--- config.mk ---
export PLATFORM = sky130hd
export DESIGN_NAME = uart_tx_scheduler
export DESIGN_NICKNAME = d
export VERILOG_FILES = /design/src/rtl/uart_tx_scheduler.sv
export SDC_FILE = /design/constraint.sdc
export NUM_CORES = 1
export LEC_CHECK = 0
export CORE_ASPECT_RATIO = 0.9
export CORE_MARGIN = 2
export CORE_UTILIZATION = 30
export DETAILED_ROUTE_END_ITERATION = 7
export GPL_TIMING_DRIVEN = 1
export SLEW_MARGIN = 20
export SYNTH_ARGS = -nofsm -noshare
export SYNTH_HDL_FRONTEND = slang
export SYNTH_SLANG_ARGS = --single-unit
--- constraint.sdc ---
create_clock -name clk -period 5.8 [get_ports clk]
set_input_delay 1.45 -clock clk [delete_from_list [all_inputs] [get_ports clk]]
set_output_delay 1.45 -clock clk [all_outputs]
set_load 0.02 [all_outputs]
--- src/rtl/uart_tx_scheduler.sv ---
// uart_tx_scheduler: round-robin scheduler that lets several byte-stream
// requesters share a single uart_tx. A requester keeps the transmitter until
// it sends its last element, runs dry, or has sent MAX_BURST elements.
//
// Ports:
//   clk, rst      - clock (posedge) and asynchronous active-high reset
//   req_valid     - per-requester element available
//   req_data      - requester i element at [i*ELEMENT_WIDTH +: ELEMENT_WIDTH]
//   req_last      - per-requester last-element-of-message flag
//   req_ready     - element accepted when req_valid[i] & req_ready[i]
//   tx_en         - one-cycle transmit strobe to uart_tx
//   tx_data       - element to uart_tx, held for the whole frame
//   tx_ready      - uart_tx idle/ready
//   grant_valid   - a requester currently owns the transmitter
//   grant_id      - index of the owning requester (holds while not granted)
module uart_tx_scheduler #(
  parameter int unsigned NUM_REQUESTERS = 4,
  parameter int unsigned ELEMENT_WIDTH  = 8,
  parameter int unsigned MAX_BURST      = 16,
  localparam int unsigned IdW           = $clog2(NUM_REQUESTERS)
) (
  input  logic                                    clk,
  input  logic                                    rst,
  input  logic [NUM_REQUESTERS-1:0]               req_valid,
  input  logic [NUM_REQUESTERS*ELEMENT_WIDTH-1:0] req_data,
  input  logic [NUM_REQUESTERS-1:0]               req_last,
  output logic [NUM_REQUESTERS-1:0]               req_ready,
  output logic                                    tx_en,
  output logic [ELEMENT_WIDTH-1:0]                tx_data,
  input  logic                                    tx_ready,
  output logic                                    grant_valid,
  output logic [IdW-1:0]                          grant_id
);

  typedef enum logic [2:0] {
    StIdle,
    StLoad,
    StIssue,
    StWaitBusy,
    StWaitDone
  } state_e;

  state_e                   state_q, state_d;
  logic [ELEMENT_WIDTH-1:0] tx_data_q, tx_data_d;
  logic                     last_flag_q, last_flag_d;
  logic [7:0]               burst_cnt_q, burst_cnt_d;
  logic                     grant_valid_q, grant_valid_d;
  logic [IdW-1:0]           grant_id_q, grant_id_d;
  logic [IdW-1:0]           rr_ptr_q, rr_ptr_d;

  logic                     pick_found;
  logic [IdW-1:0]           pick_id;
  logic [IdW-1:0]           next_id;
  logic                     sel_valid;
  logic                     sel_last;
  logic [ELEMENT_WIDTH-1:0] sel_data;

  // First valid requester at or after rr_ptr, wrapping modulo NUM_REQUESTERS.
  always_comb begin : rr_pick
    int unsigned idx;
    idx        = 0;
    pick_found = 1'b0;
    pick_id    = rr_ptr_q;
    for (int unsigned i = 0; i < NUM_REQUESTERS; i++) begin
      idx = (32'(rr_ptr_q) + i) % NUM_REQUESTERS;
      if (!pick_found && req_valid[IdW'(idx)]) begin
        pick_found = 1'b1;
        pick_id    = IdW'(idx);
      end
    end
  end

  // Explicit wrap so non-power-of-two requester counts rotate correctly.
  assign next_id   = (grant_id_q == IdW'(NUM_REQUESTERS - 1)) ? '0 : grant_id_q + IdW'(1);
  assign sel_valid = req_valid[grant_id_q];
  assign sel_last  = req_last[grant_id_q];
  assign sel_data  = req_data[32'(grant_id_q) * ELEMENT_WIDTH +: ELEMENT_WIDTH];

  always_comb begin
    req_ready = '0;
    if (state_q == StLoad) begin
      req_ready[grant_id_q] = 1'b1;
    end
  end

  always_comb begin
    state_d       = state_q;
    tx_data_d     = tx_data_q;
    last_flag_d   = last_flag_q;
    burst_cnt_d   = burst_cnt_q;
    grant_valid_d = grant_valid_q;
    grant_id_d    = grant_id_q;
    rr_ptr_d      = rr_ptr_q;
    case (state_q)
      StIdle: begin
        if (tx_ready && pick_found) begin
          grant_valid_d = 1'b1;
          grant_id_d    = pick_id;
          state_d       = StLoad;
        end
      end
      StLoad: begin
        if (sel_valid) begin
          tx_data_d   = sel_data;
          last_flag_d = sel_last;
          burst_cnt_d = burst_cnt_q + 8'd1;
          state_d     = StIssue;
        end else begin
          // Owner ran dry mid-message: hand the transmitter on.
          grant_valid_d = 1'b0;
          rr_ptr_d      = next_id;
          burst_cnt_d   = '0;
          state_d       = StIdle;
        end
      end
      StIssue: begin
        state_d = StWaitBusy;
      end
      StWaitBusy: begin
        if (!tx_ready) begin
          state_d = StWaitDone;
        end
      end
      StWaitDone: begin
        if (tx_ready) begin
          if (last_flag_q || (burst_cnt_q == 8'(MAX_BURST))) begin
            grant_valid_d = 1'b0;
            rr_ptr_d      = next_id;
            burst_cnt_d   = '0;
            state_d       = StIdle;
          end else begin
            state_d = StLoad;
          end
        end
      end
      default: begin
        state_d = StIdle;
      end
    endcase
  end

  always_ff @(posedge clk or posedge rst) begin
    if (rst) begin
      state_q       <= StIdle;
      tx_data_q     <= '0;
      last_flag_q   <= 1'b0;
      burst_cnt_q   <= '0;
      grant_valid_q <= 1'b0;
      grant_id_q    <= '0;
      rr_ptr_q      <= '0;
    end else begin
      state_q       <= state_d;
      tx_data_q     <= tx_data_d;
      last_flag_q   <= last_flag_d;
      burst_cnt_q   <= burst_cnt_d;
      grant_valid_q <= grant_valid_d;
      grant_id_q    <= grant_id_d;
      rr_ptr_q      <= rr_ptr_d;
    end
  end

  assign tx_en       = (state_q == StIssue);
  assign tx_data     = tx_data_q;
  assign grant_valid = grant_valid_q;
  assign grant_id    = grant_id_q;

endmodule

==> metrics.cfg, run 1 <==
[status]
status=complete, no violations

[drt]
wirelength_um=3960
vias_per_cell=4.99
via_count=1357
avgRoutedWirePerCell_um=14.6
postRouteAntennaNets=0
drt-initial-drc-count=78
drc=0
dr.pass1.iters=4

[synth]
ys_seq_area_frac=0.383
synth_fp_nets=197
ys_warn_count=0
ys_ff_latch=25
ys.flop_type=dfrtp_1
synth_enable_flop_cells=0
syn_inst=148
syn_avg_cell_area_um2=11.0
yosysUniqueCellTypes=36
synth_area_um2=1630
synth-async-reset-ratio=1.00

[clocking]
post_cts_buffers=0
htree_levels=1
cts_made_buffers=3
clk_latency_ns=0.27
cts.sinks=25
cts_resized=0
cts_tree=yes
cts_buffer_depth=2
cts.clk_slew.worst_paths_ns=0.09
clock-root-buffer=clkbuf_8
cts_hold_buffers=0

[worst_setup_path]
crit_path_max_fanout=16
start_kind=flip-flop
criticalPathCategory=flip-flop to output port
worstPathArrival_ns=2.21
crit_path_end_kind=output port
required_ns=4.35

[global_route]
grt_usage=0.137
grt-ovfl-total=0
grt_start_max_net_pins=26
grt_antenna_before_repair=0
first_global_vias=1346
grt_pass1_wl_um=6360

[timing]
finClkSkew_ns=0.00784
hold_violations=0
rsz0062_at_grt=false
fin_ws_ns=2.14
tns_ns=0
worstMarginPinSlew_ns=0.928
post-route-min-period_ns=3.66
finalCritPeriodShare=0.631
max_clock_freq_mhz=273
slew_violations=0
finalSetupViolations=0
relSlewSlack=0.378

[placement]
port_buffers=58
place_congestion=0.787
dpl.hpwl_um=2950
dpl_worst_slack_ns=2.28
placed_area_um2=2260

[finish]
layout_common_cells=58 x clkdlybuf4s50_1, 25 x dfrtp_1, 14 x nand3_1
areaGrowthSynthToFinish_pct=41.3
diodes=0
drive_above_1_share=0.141
layout.cells.most_common=clkdlybuf4s50_1
final_area_um2=2310
final_net_count=255

[hold_path]
worst_hold_path_type=flip-flop to flip-flop

[pwr]
ir_drop_v=0.000183
power_leakage_nw=0.901
p_per_area_nw_per_um2=437

[floorplanning]
row_count=25
die_height_um=74.0
ios=59
design.die.area_um2=6050
design.core.area_um2=5260
start_util=0.311
die_w_um=81.8

[flow_run]
max_cap_violations=0

==> stage by stage <==
step	std cells	total power, W	hold slack [ns]	utilization
final	272	0.00101	0.509	0.439
after global routing	272	0.00109	0.532	0.439
after CTS	272	0.00102	0.515	0.439
after detailed placement	268	0.000915	0.495	0.431
after global placement	268	0.000908	0.487	0.431
after floorplan	148	0.000714	0.501	-
==> synth_stat cells, types with 2 or more instances <==
library cell / count / area [um^2]
buf_6: 2 / 22.5
and2_1: 5 / 31.3
dfrtp_1: 25 / 626
mux2_2: 9 / 101
inv_1: 11 / 41.3
mux4_2: 10 / 225
a21oi_1: 8 / 40.0
mux2_4: 2 / 30.0
nand3_1: 14 / 70.1
o21ai_0: 13 / 65.1
nand2_1: 7 / 26.3
o31ai_1: 2 / 15.0
ha_1: 6 / 75.1
nor2b_1: 2 / 12.5
buf_1: 2 / 7.51
or4_1: 2 / 15.0
or3_1: 5 / 31.3
nor2_1: 5 / 18.8
==> path summary, 6_finish.rpt <==
path | cells past startpoint | endpoint | slack, ns | start
setup / recovery | 4 | req_ready[2] | 2.14 | grant_id[0]
hold / removal | 1 | tx_data[7] | 0.51 | tx_data[7]
setup reg to reg | 4 | rr_ptr_q[0] | 3.31 | grant_id[0]
hold reg to reg | 1 | tx_data[7] | 0.51 | tx_data[7]
max in group asynchronous | 2 | burst_cnt_q[4] | 3.79 | rst
min in group asynchronous | 2 | burst_cnt_q[3] | 1.58 | rst
==> cell type report <==
class | instances | area (um^2)
sequential | 25 | 626
tap | 67 | 83.8
multi-input combinational | 107 | 932
timing repair buffer | 58 | 581
inverter | 11 | 41.3
fill | 530 | 2950
clock buffer | 4 | 45.0
==> metal layers <==
layer / vias to the layer above / track usage / wire [um]
li1: 668 / - / -
met1: 658 / 0.194 / 1930
met2: 26 / 0.218 / 1850
met3: 5 / 0.0303 / 157
met4: 0 / 0.0296 / 33
met5: - / 0 / 0
==> worst max-delay path: stages (launching register included) <==
cell and delay (ns):
dfrtp_1 0.88, inv_1 0.15, ha_1 0.23, and2_1 0.13
clkdlybuf4s50_1 0.55
==> kinds of logic (layout without fill, tap and decap cells) <==
kind of cell	after synthesis	count (layout)	share of synthesized area
buffers and inverters	16	73	0.0467
adders and majority gates	6	6	0.0459
muxes	22	22	0.232
AOI/OAI and AO/OA	29	29	0.108
and+or+nand+nor	50	50	0.185
DFF	25	25	0.383
==> where the power goes <==
part / switching, W / total (W) / internal, W / leakage, nW
logic: 0.000251 / 0.000546 / 0.000295 / 0.572
registers: 0.000109 / 0.000358 / 0.000249 / 0.306
clock network: 0.0000555 / 0.000105 / 0.0000492 / 0.0228
total: 0.000416 / 0.00101 / 0.000593 / 0.901
==> sequential cells by signal, indices dropped and copies added, names as in the netlist <==
register / flops
burst_cnt_q: 8
tx_data: 8
grant_valid: 1
rr_ptr_q: 2
last_flag_q: 1
grant_id: 2
state_q: 3
Power figures use the tool's default switching activity.
==> run 2: changes to the inputs <==
- clock period: 5.8 -> 3.4 ns (I/O delays scaled with it)
==> run 2 against run 1 <==
Clock power grew 71%. Sequential share of layout area shrank 0.35 points. Worst hold slack is essentially flat. Sequential power grew 63%. Final cell count grew 1.5%. Largest cell class unchanged. Highest routed layer unchanged.
==> metrics.cfg, run 2 (synthesis gave the netlist of run 1 again) <==
[clocking]
cts_resized=0
cts_made_buffers=3
cts.sinks=25
htree_levels=1
clock-root-buffer=clkbuf_8
cts_buffer_depth=2
clk_latency_ns=0.27
cts.clk_slew.worst_paths_ns=0.09
cts_tree=yes
cts_hold_buffers=0
post_cts_buffers=0

[finish]
fill_cells=500
regArea_um2=626
final_core_util=0.445
areaGrowthSynthToFinish_pct=43.1
layout_common_cells=58 x clkdlybuf4s50_1, 25 x dfrtp_1, 14 x nand3_1
multi_input_area_um2=932
drive_above_1_share=0.158
final_net_count=259
layout.cells.most_common=clkdlybuf4s50_1
diodes=0

[drt]
vias_per_cell=5.01
drt-initial-drc-count=47
avgRoutedWirePerCell_um=14.4
via_count=1383
wirelength_um=3970
drc=0
dr.pass1.iters=4
postRouteAntennaNets=0

[worst_setup_path]
regToRegSetupSlack_ns=1.18
crit_path_max_fanout=8
worstPathArrival_ns=1.99
crit_path_end_kind=output port
crit_chain=nor3b_4 -> and2_1 -> clkdlybuf4s50_1
rr_startpoint=grant_id[0]
reg2reg_to=rr_ptr_q[1]
start_kind=flip-flop
critPathMaxStageDelay_ns=0.61
criticalPathCategory=flip-flop to output port
required_ns=2.55
cp_num_buf_inv=1
cp_top_family=simple AND/OR/NAND/NOR gates
worst_path_max_delay_cell=clkdlybuf4s50_1
reg2reg_depth=4

[floorplanning]
design.core.area_um2=5260
die_w_um=81.8
design.die.area_um2=6050
die_height_um=74.0
row_count=25
start_util=0.311
ios=59

[global_route]
grt_usage=0.135
first_global_vias=1312
grt_antenna_before_repair=0
grt_pass1_wl_um=6200
grt_start_max_net_pins=26
grt-ovfl-total=0

[flow_run]
max_cap_violations=0

[hold_path]
worst_hold_path_type=flip-flop to flip-flop
hold_path_depth=1
whs_endpoint=tx_data[4]
hp-start=tx_data[4]

[pwr]
ir_drop_v=0.000349
p_per_area_nw_per_um2=745
power_leakage_nw=0.924

[placement]
port_buffers=58
place_congestion=0.734
dpl.hpwl_um=3080

[timing]
finalSetupViolations=0
hold_violations=0
max_clock_freq_mhz=352
post-route-min-period_ns=2.84
worstMarginPinSlew_ns=0.726
relSlewSlack=0.516
slew_violations=0
finClkSkew_ns=0.00491
tns_ns=0
finalCritPeriodShare=0.836
rsz0062_at_grt=false

[status]
status=complete, no violations

==> run 2: cell count changes in the layout (fill, tap and decap cells not counted) <==
cell and change:
buf_4 +4, inv_1 +1, clkinv_1 -1
==> run 2: worst max-delay path by stage <==
stage | from | endpoint | slack (ns) | cells after the start
after global placement | req_valid[1] | rr_ptr_q[0] | 0.56 | 5
after global routing | state_q[0] | req_ready[3] | 0.43 | 3
final | state_q[2] | req_ready[3] | 0.56 | 3
after detailed placement | req_valid[1] | rr_ptr_q[1] | 0.52 | 5
after floorplan | grant_id[0] | req_ready[0] | 0.97 | 4
after CTS | state_q[2] | req_ready[3] | 0.54 | 3
==> run 2: layer usage <==
layer	up-vias	share of wire	GRT usage	wire length [um]
met5	-	0	0	0
met4	0	0.013	0.0407	53
met2	31	0.50	0.218	1970
met3	4	0.046	0.0316	181
met1	669	0.45	0.181	1770
li1	679	-	-	-
==> run 2: where the power goes <==
group,total (W),internal (W),switching (W)
clock,0.000180,0.0000839,0.0000965
combinational,0.000981,0.000521,0.000460
sequential,0.000582,0.000425,0.000157
total,0.00174,0.00103,0.000713
==> run 2: metrics by stage <==
stage	hold slack (ns)	total power [W]	cell area, um^2	setup WS, ns	std cells
global placement	0.489	0.00157	2290	0.562	272
floorplan	0.501	0.00122	1630	0.972	148
CTS	0.513	0.00177	2340	0.537	276
detailed placement	0.493	0.00159	2290	0.523	272
global route	0.530	0.00188	2340	0.433	276
finish	0.509	0.00174	2340	0.558	276
==> run 2: area by class of cell <==
| cell class | count | share of cell area |
|---|---|---|
| Timing Repair Buffer | 62 | 0.261 |
| Sequential cell | 25 | 0.268 |
| Tap cell | 67 | 0.0358 |
| Clock buffer | 4 | 0.0193 |
| Inverter | 11 | 0.0177 |
| Multi-Input combinational cell | 107 | 0.399 |
